**src/rtl/bp_me_mem_requester_pkg.sv**
```systemverilog
// bp_me_mem_requester_pkg: BedRock mem header types, requester FSM states and store-data replication helper.
package bp_me_mem_requester_pkg;

   localparam int paddr_width_gp  = 40;
   localparam int did_width_gp    = 4;
   localparam int lce_id_width_gp = 4;
   localparam int dword_width_gp  = 64;

   typedef enum logic [3:0] {
      e_bedrock_mem_rd    = 4'd0,
      e_bedrock_mem_wr    = 4'd1,
      e_bedrock_mem_uc_rd = 4'd2,
      e_bedrock_mem_uc_wr = 4'd3
   } bp_bedrock_mem_type_e;

   typedef struct packed {
      logic [2:0]                 state;
      logic [2:0]                 way_id;
      logic [lce_id_width_gp-1:0] lce_id;
      logic [did_width_gp-1:0]    did;
      logic                       speculative;
   } bp_bedrock_mem_payload_s;

   typedef struct packed {
      bp_bedrock_mem_payload_s    payload;
      logic [2:0]                 size;
      logic [paddr_width_gp-1:0]  addr;
      logic [3:0]                 subop;
      bp_bedrock_mem_type_e       msg_type;
   } bp_bedrock_mem_header_s;

   localparam int mem_header_width_gp = $bits(bp_bedrock_mem_header_s);

   typedef enum logic [1:0] {e_ready, e_send, e_wait, e_reply} bp_me_requester_state_e;

   // Copies the low 2^size bytes across the whole dword, as responders expect for narrow stores
   function automatic logic [dword_width_gp-1:0] replicate_dword(input logic [dword_width_gp-1:0] data,
                                                                 input logic [1:0] size);
      return (size == 2'd0) ? {8{data[7:0]}}
           : (size == 2'd1) ? {4{data[15:0]}}
           : (size == 2'd2) ? {2{data[31:0]}}
           : data;
   endfunction

endpackage

```
**src/rtl/bp_me_mem_requester.sv**
```systemverilog
// bp_me_mem_requester: single-outstanding uncached BedRock mem command initiator.
// Define BP_ME_REQUESTER_TIMEOUT_EN to bound the response wait by timeout_cycles_p.
module bp_me_mem_requester
   import bp_me_mem_requester_pkg::*;
#(
   parameter int timeout_cycles_p = 1024
) (
   input  logic                           clk_i,
   input  logic                           reset_n_i,
   input  logic [did_width_gp-1:0]        did_i,
   input  logic [lce_id_width_gp-1:0]     lce_id_i,
   input  logic                           req_v_i,
   output logic                           req_ready_and_o,
   input  logic                           req_we_i,
   input  logic [paddr_width_gp-1:0]      req_addr_i,
   input  logic [1:0]                     req_size_i,
   input  logic [dword_width_gp-1:0]      req_data_i,
   output logic [mem_header_width_gp-1:0] mem_cmd_header_o,
   output logic [dword_width_gp-1:0]      mem_cmd_critical_o,
   output logic                           mem_cmd_header_v_o,
   input  logic                           mem_cmd_header_ready_and_i,
   input  logic [mem_header_width_gp-1:0] mem_resp_header_i,
   input  logic [dword_width_gp-1:0]      mem_resp_critical_i,
   input  logic                           mem_resp_header_v_i,
   output logic                           mem_resp_header_ready_and_o,
   output logic                           resp_v_o,
   output logic [dword_width_gp-1:0]      resp_data_o,
   output logic                           resp_err_o,
   input  logic                           resp_yumi_i
);

   bp_me_requester_state_e state_r, state_n;
   bp_bedrock_mem_header_s cmd_header_r, req_header, resp_header;
   logic [dword_width_gp-1:0] critical_r, resp_data_r;
   logic resp_err_r, cmd_hs, resp_hs, timeout, mismatch, unused_resp;

   assign resp_header                 = mem_resp_header_i;
   assign req_ready_and_o             = (state_r == e_ready);
   assign mem_cmd_header_v_o          = (state_r == e_send);
   assign mem_resp_header_ready_and_o = (state_r == e_wait);
   assign resp_v_o                    = (state_r == e_reply);
   assign mem_cmd_header_o            = cmd_header_r;
   assign mem_cmd_critical_o          = critical_r;
   assign resp_data_o                 = resp_data_r;
   assign resp_err_o                  = resp_err_r;
   assign cmd_hs                      = mem_cmd_header_v_o & mem_cmd_header_ready_and_i;
   assign resp_hs                     = mem_resp_header_ready_and_o & mem_resp_header_v_i;
   assign mismatch = (resp_header.msg_type != cmd_header_r.msg_type)
                   | (resp_header.addr != cmd_header_r.addr)
                   | (resp_header.size != cmd_header_r.size);
   assign unused_resp = ^{resp_header.payload, resp_header.subop};

`ifdef BP_ME_REQUESTER_TIMEOUT_EN
   localparam int cnt_width_lp = $clog2(timeout_cycles_p + 1);
   logic [cnt_width_lp-1:0] cnt_r;

   always_ff @(posedge clk_i or negedge reset_n_i)
      if (!reset_n_i)              cnt_r <= '0;
      else if (cmd_hs)             cnt_r <= '0;
      else if (state_r == e_wait)  cnt_r <= cnt_r + cnt_width_lp'(1);

   // Fires as the counter steps to timeout_cycles_p; a same-cycle response takes priority
   assign timeout = (state_r == e_wait) & ~mem_resp_header_v_i
                  & (cnt_r == cnt_width_lp'(timeout_cycles_p - 1));
`else
   assign timeout = 1'b0;
`endif

   always_comb begin
      req_header                = '0;
      req_header.msg_type       = req_we_i ? e_bedrock_mem_uc_wr : e_bedrock_mem_uc_rd;
      req_header.addr           = req_addr_i;
      req_header.size           = {1'b0, req_size_i};
      req_header.payload.did    = did_i;
      req_header.payload.lce_id = lce_id_i;
   end

   always_comb begin
      state_n = (state_r == e_ready && req_v_i)              ? e_send
              : (state_r == e_send  && cmd_hs)               ? e_wait
              : (state_r == e_wait  && (resp_hs || timeout)) ? e_reply
              : (state_r == e_reply && resp_yumi_i)          ? e_ready
              : state_r;
   end

   always_ff @(posedge clk_i or negedge reset_n_i)
      if (!reset_n_i) state_r <= e_ready;
      else            state_r <= state_n;

   always_ff @(posedge clk_i or negedge reset_n_i)
      if (!reset_n_i) begin
         cmd_header_r <= '0;
         critical_r   <= '0;
         resp_data_r  <= '0;
         resp_err_r   <= 1'b0;
      end else begin
         if (req_v_i && req_ready_and_o) begin
            cmd_header_r <= req_header;
            critical_r   <= req_we_i ? replicate_dword(req_data_i, req_size_i) : '0;
         end
         if (resp_hs || timeout) begin
            resp_data_r <= resp_hs ? mem_resp_critical_i : '0;
            resp_err_r  <= resp_hs ? mismatch : 1'b1;
         end
      end

endmodule

```
**config.mk**
```make
export PLATFORM = sky130hd
export DESIGN_NAME = bp_me_mem_requester
export DESIGN_NICKNAME = d
export VERILOG_FILES = /design/src/rtl/bp_me_mem_requester_pkg.sv /design/src/rtl/bp_me_mem_requester.sv
export SDC_FILE = /design/constraint.sdc
export NUM_CORES = 1
export LEC_CHECK = 0
export CAP_MARGIN = 40
export CELL_PAD_IN_SITES_DETAIL_PLACEMENT = 1
export CELL_PAD_IN_SITES_GLOBAL_PLACEMENT = 1
export CORE_ASPECT_RATIO = 0.7
export CORE_UTILIZATION = 32
export CTS_BUF_LIST = sky130_fd_sc_hd__clkbuf_8
export CTS_CLUSTER_SIZE = 24
export DETAILED_ROUTE_END_ITERATION = 10
export GPL_TIMING_DRIVEN = 0
export PLACE_DENSITY = 0.85
export RECOVER_POWER = 50
export SLEW_MARGIN = 40
export SYNTH_ARGS = -nofsm -noshare
export SYNTH_HDL_FRONTEND = slang
export SYNTH_SLANG_ARGS = --single-unit
```
**constraint.sdc**
```tcl
create_clock -name clk_i -period 5.13 [get_ports clk_i]
set_clock_uncertainty 0.2 [all_clocks]
set_input_delay 0.7695 -clock clk_i [delete_from_list [all_inputs] [get_ports clk_i]]
set_output_delay 0.7695 -clock clk_i [all_outputs]
set_load 0.05 [all_outputs]
```
==> out/metrics.cfg, run 1 <==
[critical_path]
required_ns = 4.88
crit_path_end_kind = async pin
crit_cells = 2
setup.worst_path.start_class = input port
criticalPathCategory = input port to async pin
critPathMaxFanout = 50
r2r_cells = 4
cp_top_family = buffers and inverters
cpPeakStageDelay_ns = 2.08
cp.buffers_inverters = 2
cpMaxStageDelayCell = clkbuf_1
arrival_ns = 3.40
path_cells = dlygate4sd3_1, clkbuf_1

[final_layout]
drive_above_1_share_pct = 12.0
synthToLayoutAreaGrowth_pct = 59.7
seq_area_mm2 = 0.00458
multi_input_area_mm2 = 0.00359
fillers = 2870
post-route-util_pct = 52.4
nets = 1483

[clock_tree]
worst_setup_hold_path_clk_slew_ns = 0.09
cts_buffers = 17
insertion_delay_ns = 0.49
cts_tree = yes
clock-root-buffer = clkbuf_8
cts_sinks = 183
cts_buffer_depth = 2
postCtsSetupBuffers = 0
cts_htree_levels = 4

[floorplan]
placementRows = 49
pin_count = 450
initial_core_util_pct = 32.8
dieArea_mm2 = 0.0272
core_mm2 = 0.0259
die-height_um = 138
die_x_um = 197

[sta]
finalWorstSetupSlack_ns = 1.48
finalMaxSlewViolations = 49
fin_crit_sh_pct = 71.2
maxSlewHeadroom_pct = -96.9
hold_viol_final = 0
fmax_mhz = 274
setup_viol = 0
period_needed_ns = 3.65
tightest_slew_ns = 2.95
rsz0062_at_grt = false

[synthesis]
synth_cell_type_count = 35
syn_area_mm2 = 0.00848
synth_common_cells = 236 x nand2_1, 183 x dfrtp_1, 72 x mux2_2
seq_area_frac_synth_pct = 54.0
synth_edf_count = 0
syn-mean-instance-area_um2 = 10.8
yosysTopAreaCellShare_pct = 54.0
synth_area_leaders = dfrtp_1 54%, nand2_1 10%, mux2_2 9.6%
ys_seq_elements = 183
synth_async_sr_flop_share_pct = 100
ys.warnings.count = 0
ys.flop_type = dfrtp_1
syn_inst = 783
yosysMostFrequentCell = nand2_1
synth_top_cell_by_area = dfrtp_1

[routing]
routed-via-count = 7938
ant_nets = 0
routed_wirelength_um = 37200
dr.pass1.iters = 4
viasPerCell = 4.95
wl_per_cell_um = 23.2
first_iter_violations = 436
drc = 0

[global_route]
grtUsageTotal_pct = 27.4
antenna_found_initial = 3
grt_max_degree = 71
grt_first_pass_wirelength_um = 55100
grt_pass1_vias = 8513
overflow = 0

[worst_hold_path]
hold_class = register to register
min_path_cells = 2

[placed_design]
gp_congestion = 0.894
io_buffers = 414
post-dp-hpwl_um = 29100
preCtsSetupSlack_ns = 2.12

[run_status]
status = finished, violations left
violations = capacitance limit, slew limit

[power]
power.density_mw_per_mm2 = 669
max-vdd-ir-drop_v = 0.000405
p_leak_nw = 5.90

[run]
cap_violations = 1

[cell type report]
class,instances,share of cell area [%]
clock buffer,17,1.73
multi-input combinational,549,26.5
sequential,183,33.8
clock inverter,15,1.17
antenna,1,0.0185
buffer,63,2.42
inverter,1,0.0277
tap,357,3.30
timing repair buffer,417,31.0
[cell families after synthesis]
| kind of cell | Yosys count | share of synthesized area (%) |
|---|---|---|
| and+or+nand+nor | 284 | 13.8 |
| DFF | 183 | 54.0 |
| muxes | 120 | 16.4 |
| AOI/OAI and AO/OA | 87 | 6.95 |
| buffers and inverters | 64 | 4.23 |
| xor gates and xnor gates | 44 | 4.54 |
| other | 1 | 0.0442 |
[flip-flops by register name, summed over array words and instances (netlist names)]
name,cells
mem_cmd_header_o,52
resp_err_o,1
resp_data_o,64
state_r,2
mem_cmd_critical_o,64
[power breakdown]
part	switching, W	internal (W)	leakage, nW
logic	0.00359	0.00186	3.42
registers	0.000484	0.00209	2.27
clock network	0.000626	0.000406	0.200
total	0.00470	0.00436	5.90
[placed cells by master (no fill, tap or decap), drive strengths merged, types with 2 or more instances in the layout]
master,instances
a211oi,8
a22o,16
and2,2
buf,36
clkbuf,47
clkdlybuf4s50,407
clkinv,5
conb,14
dfrtp,183
dlygate4sd3,7
inv,9
mux2,72
mux2i,40
mux4,8
nand2,236
nand3,8
nand4,10
nor2,10
nor2b,10
nor4,3
o2111ai,8
o211ai,9
o21ai,36
o31ai,8
or4,2
xnor2,40
xor2,4
[repair_timing]
| action | 4_1_cts | 5_1_grt |
|---|---|---|
| hold buffers | 1 | 0 |
| endpoints found under the hold margin | 48 | 0 |
| resized for setup | 0 | 0 |
[stage by stage]
stage	total power, W	TNS, ns	cells	hold WS [ns]	area [um2]
after CTS	0.00913	0	1602	0.289	13600
after detailed placement	0.00808	0	1569	0.264	13200
final	0.00906	0	1603	0.285	13500
after global placement	0.00790	-890.44	1567	0.253	13100
after global routing	0.00944	0	1603	0.310	13500
after floorplan	0.00590	0	796	0.274	8530
[metal layers]
layer	part of all wire [%]	vias up	global-route usage (%)
met2	48	328	45.1
met3	8.0	58	8.15
li1	-	3533	-
met5	0.086	-	0
met4	2.4	4	7.57
met1	42	4015	35.1
[worst paths after layout]
check | startpoint | end | slack [ns]
max | reset_n_i | resp_data_o[56] | 1.48
min | mem_cmd_header_o[56] | mem_cmd_header_o[56] | 0.28
max reg2reg | state_r[0] | resp_data_o[18] | 2.61
min reg2reg | mem_cmd_header_o[56] | mem_cmd_header_o[56] | 0.28
max in group clk_i | state_r[1] | mem_resp_header_ready_and_o | 1.99
min in group asynchronous | reset_n_i | resp_data_o[2] | 1.57
No activity file was read; power rests on OpenSTA's default activity.
==> inputs of run 2 (changes only) <==
- CORE_UTILIZATION: 32 -> 27
- PLACE_DENSITY: 0.85 -> 0.76
- clock period: 5.13 -> 3.3 ns (I/O delays scaled with it)
==> run 2 against run 1 <==
Against the previous run: the run still ends with capacitance limit, slew limit left; power grew 54%; critical path depth is 1 higher; sequential cell count unchanged; first-iteration DRC count grew 2.8%; critical endpoint is now req_ready_and_o; largest power group unchanged; highest routed layer is now met4.
==> out/metrics.cfg, run 2 (same netlist as run 1, synthesis figures left out) <==
[final_layout]
drive_above_1_share_pct = 11.7
post-route-util_pct = 44.7
final_cell_mix = 413 x clkdlybuf4s50_1, 236 x nand2_1, 183 x dfrtp_1
synthToLayoutAreaGrowth_pct = 60.3
nets = 1483
layout_commonest_cell = clkdlybuf4s50_1

[sta]
setup_viol = 0
finalWorstSetupSlack_ns = 0.389
tightest_slew_ns = 1.74
fin_crit_sh_pct = 88.2
finalMaxSlewViolations = 64
rsz0062_at_grt = false
hold_ws_ns = 0.282
fin_tns_setup_ns = 0
hold_viol_final = 0
maxSlewHeadroom_pct = -15.8
period_needed_ns = 2.91
fmax_mhz = 344

[critical_path]
setup.worst_path.start_class = register
criticalPathCategory = register to output port
required_ns = 2.60
timing.rr.start = state_r[0]
r2r_end = resp_data_o[13]
cpMaxStageDelayCell = clkdlybuf4s50_1
r2r_cells = 4
critPathMaxFanout = 9
r2r_slack_ns = 0.77
cpPeakStageDelay_ns = 0.90
path_cells = buf_2, nor2_1, clkdlybuf4s50_1
crit_path_end_kind = output port
arrival_ns = 2.22

[clock_tree]
insertion_delay_ns = 0.48
cts_buffers = 17
cts_tree = yes
clock-root-buffer = clkbuf_8
worst_setup_hold_path_clk_slew_ns = 0.09
cts_htree_levels = 4
cts_sinks = 183
postCtsSetupBuffers = 0
cts_buffer_depth = 2

[run_status]
violations = capacitance limit, slew limit
status = finished, violations left

[placed_design]
post-dp-hpwl_um = 29000
preCtsSetupSlack_ns = 0.603
io_buffers = 414
gp_congestion = 0.877

[floorplan]
dieArea_mm2 = 0.0321
core_mm2 = 0.0304
die_x_um = 214
initial_core_util_pct = 27.9
die-height_um = 150
placementRows = 53
pin_count = 450

[global_route]
overflow = 0
grtUsageTotal_pct = 23.0
grt_pass1_vias = 8283
antenna_found_initial = 1
grt_max_degree = 65
grt_first_pass_wirelength_um = 53300

[power]
max-vdd-ir-drop_v = 0.000656
power.density_mw_per_mm2 = 1030
p_leak_nw = 5.89

[worst_hold_path]
min_path_cells = 2
hold_class = register to register
holdCritStartpoint = mem_cmd_critical_o[7]
whs_endpoint = mem_cmd_critical_o[7]

[run]
cap_violations = 1

[routing]
ant_nets = 0
drc = 0
routed-via-count = 7780
dr.pass1.iters = 5
viasPerCell = 4.69
routed_wirelength_um = 36800
first_iter_violations = 448
wl_per_cell_um = 22.2

==> run 2: cell types whose count changed in the layout (fill, tap and decap cells not counted), sizes merged <==
| cell | before | now |
|---|---|---|
| clkinv | 5 | 1 |
| inv | 9 | 8 |
| clkbuf | 47 | 45 |
| buf | 36 | 38 |
| clkinvlp | 1 | 4 |
| diode | 1 | 2 |
| dlygate4sd3 | 7 | 1 |
| clkdlybuf4s50 | 407 | 413 |
| bufinv | 1 | 2 |
==> run 2: worst max path at each step <==
| stage | end | slack, ns | depth (start not counted) | start |
|---|---|---|---|---|
| global route | req_ready_and_o | 0.25 | 3 | state_r[1] |
| floorplan | mem_cmd_critical_o[48] | 1.25 | 7 | state_r[1] |
| detailed placement | mem_cmd_header_o[40] | 0.60 | 6 | req_v_i |
| finish | req_ready_and_o | 0.39 | 3 | state_r[1] |
| global placement | resp_data_o[7] | -6.79 | 1 | reset_n_i |
| CTS | mem_resp_header_ready_and_o | 0.35 | 3 | state_r[1] |
==> run 2: repair_timing <==
action,in CTS,in global routing
resized for setup,0,0
endpoints found under the hold margin,63,0
hold buffers,1,0
==> run 2: layout make-up <==
class | instances | area (um2)
plain buffers | 63 | 328
clock buffers | 17 | 234
diodes | 2 | 5.00
clock inverters | 14 | 136
repair buffers | 417 | 4200
multi-input cells | 549 | 3590
flip-flops and latches | 183 | 4580
well taps | 412 | 515
fillers | 3373 | 16800
inverters | 1 | 3.75
==> run 2: critical path: cells and delay by family (launching register included) <==
kind,cells,cell delay [ns]
buffers and inverters,2,1.06
flip-flops,1,0.37
AND/OR/NAND/NOR,1,0.31
==> run 2: metal layers <==
metal  part of all wire [%]  GRT usage (%)
met5                      0              0
met4                    1.2           5.68
met3                    6.8           6.03
met2                     47           36.3
met1                     45           31.2
==> run 2: power by group <==
group	leakage (nW)	internal, W	total [W]	switching [W]
combinational	3.43	0.00289	0.00843	0.00554
sequential	2.27	0.00325	0.00397	0.000716
clock	0.190	0.000663	0.00153	0.000871
total	5.89	0.00681	0.0139	0.00713
==> run 2: stage by stage <==
step	instance area, um2	instances	total power, W
final	13600	1658	0.0139
after global routing	13600	1657	0.0146
after CTS	13600	1656	0.0141
after detailed placement	13200	1624	0.0125
after global placement	13200	1622	0.0123
after floorplan	8530	796	0.00917
